File: src/rtl/multicycle_control.sv
// ---------------------------------------------------------------------------
// multicycle_control
//
// Main control FSM for a multicycle MIPS datapath. One shared ALU, one
// unified instruction/data memory port and the register file are sequenced
// through fetch, decode, execute, memory and write-back cycles. Memory states
// stretch until the memory port reports MemReady.
//
// Ports:
//   clk       in   rising-edge clock
//   reset     in   asynchronous, active-high; forces FETCH
//   Opcode    in   [5:0] instruction[31:26], stable from DECODE onward
//   Zero      in   ALU zero flag (branch compare)
//   MemReady  in   memory port completes the current access this cycle
//   PCEn      out  program counter load enable
//   IorD      out  memory address select (0 = PC, 1 = ALUOut)
//   MemRead   out  memory read strobe
//   MemWrite  out  memory write strobe
//   IRWrite   out  instruction register load
//   RegDst    out  write register select (0 = rt, 1 = rd)
//   MemtoReg  out  write data select (0 = ALUOut, 1 = MDR)
//   RegWrite  out  register file write
//   ALUSrcA   out  ALU A select (0 = PC, 1 = A)
//   ALUSrcB   out  [1:0] ALU B select (B, 4, ext imm, imm<<2)
//   ALUOp     out  [2:0] operation code for the ALU control decoder
//   PCSource  out  [1:0] PC source (ALU, ALUOut, jump target)
//   Illegal   out  sticky unsupported-opcode flag (set while in TRAP)
//   State     out  [3:0] current state for debug
// ---------------------------------------------------------------------------
module multicycle_control (
  input  logic       clk,
  input  logic       reset,
  input  logic [5:0] Opcode,
  input  logic       Zero,
  input  logic       MemReady,
  output logic       PCEn,
  output logic       IorD,
  output logic       MemRead,
  output logic       MemWrite,
  output logic       IRWrite,
  output logic       RegDst,
  output logic       MemtoReg,
  output logic       RegWrite,
  output logic       ALUSrcA,
  output logic [1:0] ALUSrcB,
  output logic [2:0] ALUOp,
  output logic [1:0] PCSource,
  output logic       Illegal,
  output logic [3:0] State
);

  typedef enum logic [3:0] {
    S_FETCH  = 4'd0,
    S_DECODE = 4'd1,
    S_MEMADR = 4'd2,
    S_MEMRD  = 4'd3,
    S_MEMWB  = 4'd4,
    S_MEMWR  = 4'd5,
    S_REXEC  = 4'd6,
    S_RWB    = 4'd7,
    S_IEXEC  = 4'd8,
    S_IWB    = 4'd9,
    S_BRANCH = 4'd10,
    S_JUMP   = 4'd11,
    S_TRAP   = 4'd12
  } state_t;

  // Opcode map
  localparam logic [5:0] OP_R    = 6'b000000;
  localparam logic [5:0] OP_J    = 6'b000010;
  localparam logic [5:0] OP_BEQ  = 6'b000100;
  localparam logic [5:0] OP_ADDI = 6'b001000;
  localparam logic [5:0] OP_ANDI = 6'b001100;
  localparam logic [5:0] OP_ORI  = 6'b001101;
  localparam logic [5:0] OP_LUI  = 6'b001111;
  localparam logic [5:0] OP_LW   = 6'b100011;
  localparam logic [5:0] OP_SW   = 6'b101011;

  // ALUOp codes understood by the ALU control decoder
  localparam logic [2:0] ALU_AND   = 3'b001;
  localparam logic [2:0] ALU_MEMAD = 3'b010;
  localparam logic [2:0] ALU_LUI   = 3'b011;
  localparam logic [2:0] ALU_SUB   = 3'b100;
  localparam logic [2:0] ALU_OR    = 3'b101;
  localparam logic [2:0] ALU_ADD   = 3'b110;
  localparam logic [2:0] ALU_RTYPE = 3'b111;

  // ALUSrcB selections
  localparam logic [1:0] SRCB_REG  = 2'b00;
  localparam logic [1:0] SRCB_FOUR = 2'b01;
  localparam logic [1:0] SRCB_IMM  = 2'b10;
  localparam logic [1:0] SRCB_BOFS = 2'b11;

  // PCSource selections
  localparam logic [1:0] PCS_ALU  = 2'b00;
  localparam logic [1:0] PCS_BTGT = 2'b01;
  localparam logic [1:0] PCS_JTGT = 2'b10;

  // ALU operation for the immediate ALU instructions; only reached with a
  // legal I-type opcode, so the fallback add is never observed in practice.
  function automatic logic [2:0] imm_alu_op(input logic [5:0] op);
    logic [2:0] r;
    case (op)
      OP_ORI:  r = ALU_OR;
      OP_ANDI: r = ALU_AND;
      OP_LUI:  r = ALU_LUI;
      OP_ADDI: r = ALU_ADD;
      default: r = ALU_ADD;
    endcase
    return r;
  endfunction

  // Instruction class dispatch taken at the end of DECODE.
  function automatic state_t decode_target(input logic [5:0] op);
    state_t r;
    case (op)
      OP_LW, OP_SW:                     r = S_MEMADR;
      OP_R:                             r = S_REXEC;
      OP_ADDI, OP_ANDI, OP_ORI, OP_LUI: r = S_IEXEC;
      OP_BEQ:                           r = S_BRANCH;
      OP_J:                             r = S_JUMP;
      default:                          r = S_TRAP;
    endcase
    return r;
  endfunction

  state_t state_q;
  state_t state_d;

  // State register with asynchronous reset to FETCH
  always_ff @(posedge clk or posedge reset) begin
    if (reset) begin
      state_q <= S_FETCH;
    end else begin
      state_q <= state_d;
    end
  end

  // Next-state logic
  always_comb begin
    state_d = state_q;
    case (state_q)
      S_FETCH: begin
        if (MemReady) begin
          state_d = S_DECODE;
        end else begin
          state_d = S_FETCH;
        end
      end
      S_DECODE: state_d = decode_target(Opcode);
      S_MEMADR: begin
        // Only LW and SW reach this state; the opcode picks the access type.
        if (Opcode == OP_SW) begin
          state_d = S_MEMWR;
        end else begin
          state_d = S_MEMRD;
        end
      end
      S_MEMRD: begin
        if (MemReady) begin
          state_d = S_MEMWB;
        end else begin
          state_d = S_MEMRD;
        end
      end
      S_MEMWB: state_d = S_FETCH;
      S_MEMWR: begin
        if (MemReady) begin
          state_d = S_FETCH;
        end else begin
          state_d = S_MEMWR;
        end
      end
      S_REXEC:  state_d = S_RWB;
      S_RWB:    state_d = S_FETCH;
      S_IEXEC:  state_d = S_IWB;
      S_IWB:    state_d = S_FETCH;
      S_BRANCH: state_d = S_FETCH;
      S_JUMP:   state_d = S_FETCH;
      S_TRAP:   state_d = S_TRAP;
      default:  state_d = S_FETCH;
    endcase
  end

  // Output decode of the current state
  always_comb begin
    PCEn     = 1'b0;
    IorD     = 1'b0;
    MemRead  = 1'b0;
    MemWrite = 1'b0;
    IRWrite  = 1'b0;
    RegDst   = 1'b0;
    MemtoReg = 1'b0;
    RegWrite = 1'b0;
    ALUSrcA  = 1'b0;
    ALUSrcB  = SRCB_REG;
    ALUOp    = 3'b000;
    PCSource = PCS_ALU;
    Illegal  = 1'b0;
    case (state_q)
      S_FETCH: begin
        // PC+4 is computed every FETCH cycle but only committed together
        // with the instruction once memory delivers it.
        MemRead  = 1'b1;
        ALUSrcB  = SRCB_FOUR;
        ALUOp    = ALU_ADD;
        PCSource = PCS_ALU;
        IRWrite  = MemReady;
        PCEn     = MemReady;
      end
      S_DECODE: begin
        // Speculatively form the branch target into ALUOut.
        ALUSrcB = SRCB_BOFS;
        ALUOp   = ALU_ADD;
      end
      S_MEMADR: begin
        ALUSrcA = 1'b1;
        ALUSrcB = SRCB_IMM;
        ALUOp   = ALU_MEMAD;
      end
      S_MEMRD: begin
        IorD    = 1'b1;
        MemRead = 1'b1;
      end
      S_MEMWB: begin
        MemtoReg = 1'b1;
        RegWrite = 1'b1;
      end
      S_MEMWR: begin
        IorD     = 1'b1;
        MemWrite = 1'b1;
      end
      S_REXEC: begin
        ALUSrcA = 1'b1;
        ALUSrcB = SRCB_REG;
        ALUOp   = ALU_RTYPE;
      end
      S_RWB: begin
        RegDst   = 1'b1;
        RegWrite = 1'b1;
      end
      S_IEXEC: begin
        ALUSrcA = 1'b1;
        ALUSrcB = SRCB_IMM;
        ALUOp   = imm_alu_op(Opcode);
      end
      S_IWB: begin
        RegWrite = 1'b1;
      end
      S_BRANCH: begin
        ALUSrcA  = 1'b1;
        ALUSrcB  = SRCB_REG;
        ALUOp    = ALU_SUB;
        PCSource = PCS_BTGT;
        PCEn     = Zero;
      end
      S_JUMP: begin
        PCSource = PCS_JTGT;
        PCEn     = 1'b1;
      end
      S_TRAP: begin
        // Stays here until reset, which keeps the flag sticky.
        Illegal = 1'b1;
      end
      default: begin
        // Unreachable encodings: everything stays deasserted.
        Illegal = 1'b0;
      end
    endcase

    // The state register is already FETCH during reset; additionally kill
    // every write-type strobe so nothing commits while reset is high.
    if (reset) begin
      PCEn     = 1'b0;
      IRWrite  = 1'b0;
      RegWrite = 1'b0;
      MemWrite = 1'b0;
      Illegal  = 1'b0;
    end else begin
      Illegal  = Illegal;
    end
  end

  assign State = state_q;

endmodule
File: config.mk
export PLATFORM = sky130hd
export DESIGN_NAME = multicycle_control
export DESIGN_NICKNAME = d
export VERILOG_FILES = /design/src/rtl/multicycle_control.sv
export SDC_FILE = /design/constraint.sdc
export NUM_CORES = 1
export LEC_CHECK = 0
export BUFFER_PORTS_ARGS = -buffer_cell sky130_fd_sc_hd__buf_2
export CAP_MARGIN = 25
export CELL_PAD_IN_SITES_DETAIL_PLACEMENT = 0
export CELL_PAD_IN_SITES_GLOBAL_PLACEMENT = 1
export CORE_MARGIN = 2
export CORE_UTILIZATION = 32
export CTS_BUF_LIST = sky130_fd_sc_hd__clkbuf_4
export CTS_CLUSTER_DIAMETER = 80
export CTS_CLUSTER_SIZE = 30
export DETAILED_ROUTE_END_ITERATION = 6
export HOLD_SLACK_MARGIN = 0.02
export PLACE_DENSITY_LB_ADDON = 0.1
export SKIP_CTS_REPAIR_TIMING = 1
export SYNTH_ARGS = -nofsm -noshare
export SYNTH_HDL_FRONTEND = slang
export SYNTH_SLANG_ARGS = --single-unit
File: constraint.sdc
create_clock -name clk -period 1.65 [get_ports clk]
set_input_delay 0.33 -clock clk [delete_from_list [all_inputs] [get_ports clk]]
set_output_delay 0.33 -clock clk [all_outputs]
set_load 0.01 [all_outputs]
* Yosys cells after proc, flatten, opt, wreduce, memory -nomap -nowiden
Index checks and enable logic that the tools add are counted.
Word-level totals: output and inout port bits 21, bits of input ports 10, flip-flop bits (word level) 4, logic and storage cells 56
Operators by class: equality and inequality tests 20, reductions and logical operators 10, mux-type cells 25
Operators by type and width (count):
- 4-bit case mux with 8 select lines | 1
- 6-bit by 4-bit == test with 1-bit output, second input constant | 4
- 4-bit == test, second input constant | 5
- 4-bit case mux with 5 select lines | 1
- 4-bit by 3-bit == test with 1-bit output, second input constant | 4
- 1-bit 2-to-1 mux | 15
- 3-bit case mux with 5 select lines | 1
- 6-bit == test, second input constant | 2
- 2-bit OR reduction | 5
- 3-bit 2-to-1 mux | 3
- 3-bit case mux with 3 select lines | 1
- 4-bit by 2-bit == test with 1-bit output, second input constant | 2
- 4-bit OR reduction | 2
- 6-bit by 2-bit == test with 1-bit output, second input constant | 1
- 6-bit by 3-bit == test with 1-bit output, second input constant | 1
- 6-bit zero test | 1
- 2-bit case mux with 3 select lines | 1
- 4-bit by 1-bit == test with 1-bit output, second input constant | 1
- 4-bit zero test | 1
- 2-bit case mux with 2 select lines | 1
- 1-bit case mux with 3 select lines | 1
- 3-bit OR reduction | 1

* Depth between registers and ports, before layout
Gate-level depths: netlist of run 1.
depth in word-level cells 4, gate-level depth with buffers 5, mapped depth without buffers 4

* Worst setup path after synthesis of run 1
Ideal clock, no wire load.
path type reg-to-output, start register state_q[1], in the netlist State[1], end output ALUOp[1], path buffers 1, stages on the path, launching flop included 5, data arrival time 1.338 ns, slack -0.018 ns, required time 1.320 ns, cell sequence dfrtp_1 clkbuf_1 nor2b_1 nor2_1 o21ai_0
On the way: cells in the longest elaborated chain, start to end 3, elaborated cells between the ends (all ways) 8, classes of those cells eq/ne: 5; mux: 1; reduce/logical: 2
Ends and longest elaborated chain:
- start, declared | RTL line 127 | state_t state_q;
- start signal, assigned | RTL line 135 | state_q <= state_d;
- 4-bit by 1-bit == test with 1-bit output / 4-bit zero test (equally long branches) | RTL line 200 | case (state_q)
- 2-bit OR reduction (no line)
- 3-bit case mux with 5 select lines * | RTL line 200
- end, declared | RTL line 46 | output logic [2:0] ALUOp,
Mark *: on every way between the ends. The rest lies on a longest branch, timed or not.

* Worst setup path after layout of run 1
start register state_q[1], in the netlist State[1], end output PCEn
On the way: cells in the longest elaborated chain, start to end 3, elaborated cells between the ends (all ways) 5, classes of those cells eq/ne: 2; mux: 2; reduce/logical: 1
Ends and longest elaborated chain:
- 4-bit == test / 4-bit zero test (equally long branches) | RTL line 200
- 1-bit case mux with 3 select lines * | RTL line 200
- 1-bit 2-to-1 mux * | RTL line 273 | if (reset) begin
- end, declared | RTL line 36 | output logic PCEn,
Marks and branches as above.

==> run metrics, run 1 <==
post-synthesis share of cell area spent on full adders, half adders and majority gates=0%; fraction of layout cells with a size suffix above 1=50.69%; Starting DRT DRC Count=12; final setup margin=-0.05974 ns; net count reported at finish=156; clock latency on the worst-skew pair=roughly 0.23 ns; die height=49.52 µm; distinct cell type count of the synthesized netlist=39; Max Clock Freq=584.9 MHz; transition at the pin with the smallest max-transition slack=around 0.42 ns; wire length of the first global-routing pass=3498 µm; Non-Filler Cell Area, Final=1052 µm²; area fraction of the dominant cell type after synthesis=15.09%; leading cell types in the layout, fill and taps excluded=30 x buf_2, 20 x buf_4, 11 x nor2_1, 8 x a21oi_1, 6 x o21ai_0; area grow syn2layout=58.68%; TritonCTS clock tree=built; Final Core Density=53.64%; RePlAce Congestion=0.8153; Hold Crit Class=primary input to asynchronous set/reset pin; post-DP HPWL=around 1600 µm; clock slew at the register clock pins of the worst setup and hold paths=0.04 ns; initial cell density of the core=33.80%; number of clock sinks seen by CTS=4; power density over cell area=1462 nW/µm²; static leakage=0.0004903 µW; kind of end point of the critical path=output port; maximum number of pins on one net before global-route repair=14; result of the run=finished, violations left; DRC violation count after routing=0; count of yosys warnings during synthesis=0; hold violation count in the final report=0; clock share of power=7.5%; leading cell type in the layout, fill and taps excluded=buf_2; simple-gate area share of the yosys netlist=45.28%; flops & latches, synth=4; Combinational Power Share=78.1%; xor and xnor area share after synthesis=between 1 and 1.5%; diodes inserted=0; dominant cells by area after synthesis=dfrtp_1 15%, nand2b_1 7.5%, nor2_1 7.4%; post-synthesis cell type with the largest combined area=dfrtp_1; max reg flops=4; sw power=699.3 µW; pins over their slew limit=0; share of total power consumed by net switching=45.46%; detailed-route wire length=2185 µm; initial antenna violation count=0; Setup-failing EPs final=8; Crit path required time=~1.3 ns; depth of the CTS H-tree=1; average routed wire per standard cell=12.78 µm; vias in the first global route=790; vias per inst=5.345; portion of total power attributed to sequential cells=14.4%; number of routed nets with antenna violations=0; multiplexer share of the synthesized area=0%; MaxCap Viol Count=0; mean cell area of the mapped netlist=6.631 µm²; Post-Route Skew=~0.0031 ns; final period utilization=103.6%; peak fanout along the critical path=7; total clock buffers created by CTS=3; number of enable-type register cells in the synthesized netlist=0; proportion of synthesized chip area in sequential cells=15.09%; post-synthesis instance area=663.1 µm²; launching element type of the critical path=register; placed cells=163; core area=1962 µm²; fill cell count=208; RSZ-0062 raised after global routing=yes; data arrival time of the worst path=1.38 ns; VDD IR max=656.6 µV; fin crit period=1.710 ns; main combinational cell family by area after synthesis=simple AND/OR/NAND/NOR gates; input/output buffers=30; type of the worst setup path=register to output port; grt total ovfl=0; die area=between 2000 and 2500 µm²; dominant register cell in the synthesized netlist=dfrtp_1; overall power of the completed layout=1538 µW; via count=914; width of the die=approximately 50 µm; Placement Rows=16; normalized max-slew margin=71.17%; final standard cell count with taps included and fillers excluded=171; Max Root-Sink Buffers=2; total routing usage reported by global routing=roughly 18%; Placed Area=roughly 920 µm²; Async SR Flop Fraction=100.0%; cells after synthesis=100; failing checks=setup timing; I/O Pins=31; cell chosen for the clock root=clkbuf_4; first-pass iteration count of the detailed router=4; Synth Area in Compound Gates=29.06%; Pint=between 800 and 900 µW; Synth Net Count=110
cells in the mapped netlist, types with 3 or more instances:
library cell / instances
nor3b_1: 3
a21oi_1: 8
nor3_1: 6
buf_2: 3
nand2b_1: 8
nor2_1: 13
o21ai_0: 6
nand3b_1: 5
clkbuf_1: 4
nand2_1: 5
dfrtp_1: 4
cell families after synthesis:
| kind of cell | count (synthesis) |
|---|---|
| AOI/OAI and AO/OA | 29 |
| and+or+nand+nor | 53 |
| buffers and inverters | 13 |
| xor gates and xnor gates | 1 |
| DFF | 4 |
layout make-up:
| type | count | area, µm² | share of cell area (%) |
|---|---|---|---|
| clock buffers | 3 | 22.52 | 2.140 |
| inverters | 2 | 7.507 | 0.7134 |
| multi-input cells | 83 | 560.5 | 53.27 |
| flip-flops and latches | 4 | 105.1 | 9.988 |
| well taps | 27 | 33.78 | 3.210 |
| repair buffers | 52 | 322.8 | 30.68 |
final timing paths:
path                       startpoint  endpoint  slack [ns]  cells past startpoint
setup / recovery             State[1]      PCEn       -0.06                      5
hold / removal                  reset  State[3]        0.04                      2
setup reg to reg             State[1]  State[2]        0.03                      5
hold reg to reg              State[3]  State[3]        0.64                      2
max in group asynchronous       reset  State[1]        1.44                      2
min in group clk            Opcode[2]  State[3]        0.52                      3
worst max-delay path, stage by stage, from the launching register on:
cell and delay, ns:
dfrtp_2 0.45, buf_6 0.16, buf_6 0.10, o211ai_1 0.09
a211oi_2 0.19, buf_2 0.16
metal layers:
metal	share of wire (%)	track usage, %	vias to the layer above
li1	-	-	465
met1	46	21.79	426
met2	50	32.22	21
met3	3.5	2.121	2
met4	0.87	5.093	0
met5	0	0	-
power by group through the flow:
stage	clock [µW]	combinational (µW)	sequential (µW)
after floorplan	0	616	189
final	115	1200	221
after detailed placement	0	1010	226
after CTS	119	1020	227
after global routing	121	1320	228
after global placement	0	1010	227
metrics by stage:
step,hold slack (ns),setup WS [ns],setup TNS (ns)
2_1_floorplan,0.09608,0.03095,0
3_3_place_gp,0.2709,0.04392,0
3_5_place_dp,0.2715,0.03570,0
4_1_cts,0.02825,-0.2053,-1.838
5_1_grt,0.06894,-0.1148,-0.9764
6_report,0.04219,-0.05974,-0.2762
No activity file was read; power rests on OpenSTA's default activity.
==> inputs of run 2 (changes only) <==
Settings changed: ABC_AREA set to 1, CORE_UTILIZATION 32 to 28, SKIP_CTS_REPAIR_TIMING 1 to not set.
==> run 2 against run 1 <==
  * The run still ends with setup timing left
  * Final cell count fell by 1.2%
  * Utilization fell by 7.9 points
  * Register-to-register slack improved by 0.32 ns
  * Sequential power up 2%
  * Largest cell class unchanged
==> run metrics, run 2 <==
multiplexer share of the synthesized area=0%; depth of the CTS H-tree=1; Setup-failing EPs final=4; leading cell types in the layout, fill and taps excluded=30 x buf_2, 14 x nand2_1, 13 x nor2_1, 13 x nand3_1, 13 x inv_1; final period utilization=102.8%; final setup margin=-0.04662 ns; input/output buffers=30; Final Core Density=about 46%; simple-gate area share of the yosys netlist=a little under three fifths; Placement Rows=16; post-DP HPWL=1493 µm; static leakage=0.0005209 µW; peak fanout along the critical path=5; proportion of synthesized chip area in sequential cells=between 10% and 20%; Non-Filler Cell Area, Final=878.3 µm²; clock slew at the register clock pins of the worst setup and hold paths=0.04 ns; initial cell density of the core=28.91%; leading cell type in the layout, fill and taps excluded=buf_2; Synth Area in Compound Gates=between 10% and 20%; fin crit period=approximately 1.7 ns; Placed Area=747.0 µm²; clock latency on the worst-skew pair=about 0.24 ns; count leader, synth=nand2_1; Final TNS setup=-0.1297 ns; share of total power consumed by net switching=52.90%; max layer used=met4; TritonCTS clock tree=built; main combinational cell family by area after synthesis=simple AND/OR/NAND/NOR gates; VDD IR max=between 1000 and 1500 µV; met3 wirelength from detailed routing=a little over 80 µm; total routing usage reported by global routing=~16%; RePlAce Congestion=slightly below 0.8; post-synthesis share of cell area spent on full adders, half adders and majority gates=0%; Post-Route Skew=0.01005 ns; average routed wire per standard cell=10.85 µm; Starting DRT DRC Count=9; initial antenna violation count=0; Max Root-Sink Buffers=2; Synth Net Count=approximately 110; final standard cell count with taps included and fillers excluded=approximately 170; number of clock sinks seen by CTS=4; via count=roughly 800; portion of total power attributed to sequential cells=between 10% and 20%; diodes inserted=0; wire length of the first global-routing pass=3029 µm; maximum number of pins on one net before global-route repair=8; area fraction of the dominant cell type after synthesis=roughly 18%; transition at the pin with the smallest max-transition slack=0.2723 ns; pins over their slew limit=0; normalized max-slew margin=81.83%; flops & latches, synth=4; dominant register cell in the synthesized netlist=dfrtp_1; core area=a little under 2000 µm²; mean cell area of the mapped netlist=5.394 µm²; vias per inst=4.645; dominant cells by area after synthesis=dfrtp_1 18%, nand2_1 13%, inv_1 12%; Async SR Flop Fraction=100.0%; MaxCap Viol Count=0; first-pass iteration count of the detailed router=4; max reg flops=4; power density over cell area=~1400 nW/µm²; cells after synthesis=approximately 100; launching element type of the critical path=register; number of buffers inserted for hold repair after clock tree synthesis=0; kind of end point of the critical path=output port; detailed-route wire length=1834 µm; type of the worst setup path=register to output port; die area=2356 µm²; placed cells=between 150 and 200; die height=48.54 µm; total clock buffers created by CTS=3; width of the die=48.54 µm; distinct cell type count of the synthesized netlist=18; cell chosen for the clock root=clkbuf_4; Hold Crit Class=primary input to asynchronous set/reset pin; sw power=649.8 µW; data arrival time of the worst path=between 1 and 1.5 ns; area grow syn2layout=58.11%; post-synthesis instance area=555.5 µm²; post-synthesis cell type with the largest combined area=dfrtp_1; result of the run=finished, violations left; Max Clock Freq=589.4 MHz; Crit path required time=1.32 ns; most instantiated cells after synthesis=19 x nand2_1, 18 x inv_1, 17 x nor2_1, 13 x nand3_1, 5 x nand4_1; grt total ovfl=0; fraction of layout cells with a size suffix above 1=approximately half; DRC violation count after routing=0; RSZ-0062 raised after global routing=yes; net count reported at finish=154; met2 routed wirelength=872 µm; number of enable-type register cells in the synthesized netlist=0; Pint=~580 µW; hold violation count in the final report=0; xor and xnor area share after synthesis=0%; Combinational Power Share=71.7%; count of yosys warnings during synthesis=0; vias in the first global route=703; number of routed nets with antenna violations=0; clock share of power=10.0%; failing checks=setup timing; routed length on met1=around 870 µm; I/O Pins=31
==> run 2: changes by cell type in the layout (fill, tap and decap cells not counted), sizes merged, moves of 3 or more <==
cell and delta:
buf -16, nand3b -5, nand2b -8, inv +20, nor3b -3, nand2 +16
a21oi -5, nand4 +5, nand3 +11, nor2 +9
==> run 2: kinds of logic (layout without fill, tap and decap cells) <==
kind of cell | count (synthesis) | count (layout)
AND/OR/NAND/NOR | 66 | 66
AO/OA/AOI/OAI | 11 | 11
flip-flops | 4 | 4
buffers and inverters | 22 | 61
==> run 2: metal layers <==
layer,up-vias,GRT usage (%)
met5,-,0
met4,0,7.143
met3,2,4.321
met2,17,25.00
met1,352,21.44
li1,414,-
==> run 2: worst paths after layout <==
check	from	end	slack, ns	depth (start not counted)
min in group clk	MemReady	State[2]	0.47	5
max reg2reg	State[1]	State[2]	0.35	7
max in group asynchronous	reset	State[3]	1.43	2
max	State[3]	RegWrite	-0.05	7
min	reset	State[0]	0.03	2
min reg2reg	State[0]	State[3]	0.75	3
==> run 2: power groups by stage <==
stage	registers (µW)	logic [µW]	clock network [µW]
6_report	225	880	123
5_1_grt	231	972	138
4_1_cts	220	820	131
3_5_place_dp	191	716	0
3_3_place_gp	192	725	0
2_1_floorplan	202	435	0
==> run 2: what timing repair did <==
item	4_1_cts	5_1_grt
resized for setup	17	12
endpoints found under the setup margin	8	10
endpoints found under the hold margin	0	0
buffers inserted	3	2
pin swaps	3	4
==> run 2: worst max-delay path: stages, from the launching register on <==
cell     delay (ns)
dfrtp_2        0.46
inv_2          0.10
nor2_4         0.05
inv_4          0.08
nor3_2         0.04
o31ai_1        0.22
inv_1          0.05
buf_2          0.13
==> run 2: stage by stage <==
| step | hold WS, ns | setup WS, ns | power, µW |
|---|---|---|---|
| after floorplan | 0.1043 | 0.1065 | 637.8 |
| after global placement | 0.2842 | 0.1247 | 917.4 |
| after detailed placement | 0.2810 | 0.1018 | 906.7 |
| after CTS | 0.02004 | -0.04250 | 1170 |
| after global routing | 0.04495 | -0.1334 | 1340 |
| final | 0.02657 | -0.04662 | 1228 |
==> run 2: cell type report <==
cell class	count	area (µm²)
clock buffers	3	22.52
fillers	222	1044
inverters	22	87.58
multi-input cells	77	430.4
flip-flops and latches	4	105.1
well taps	27	33.78
repair buffers	36	198.9
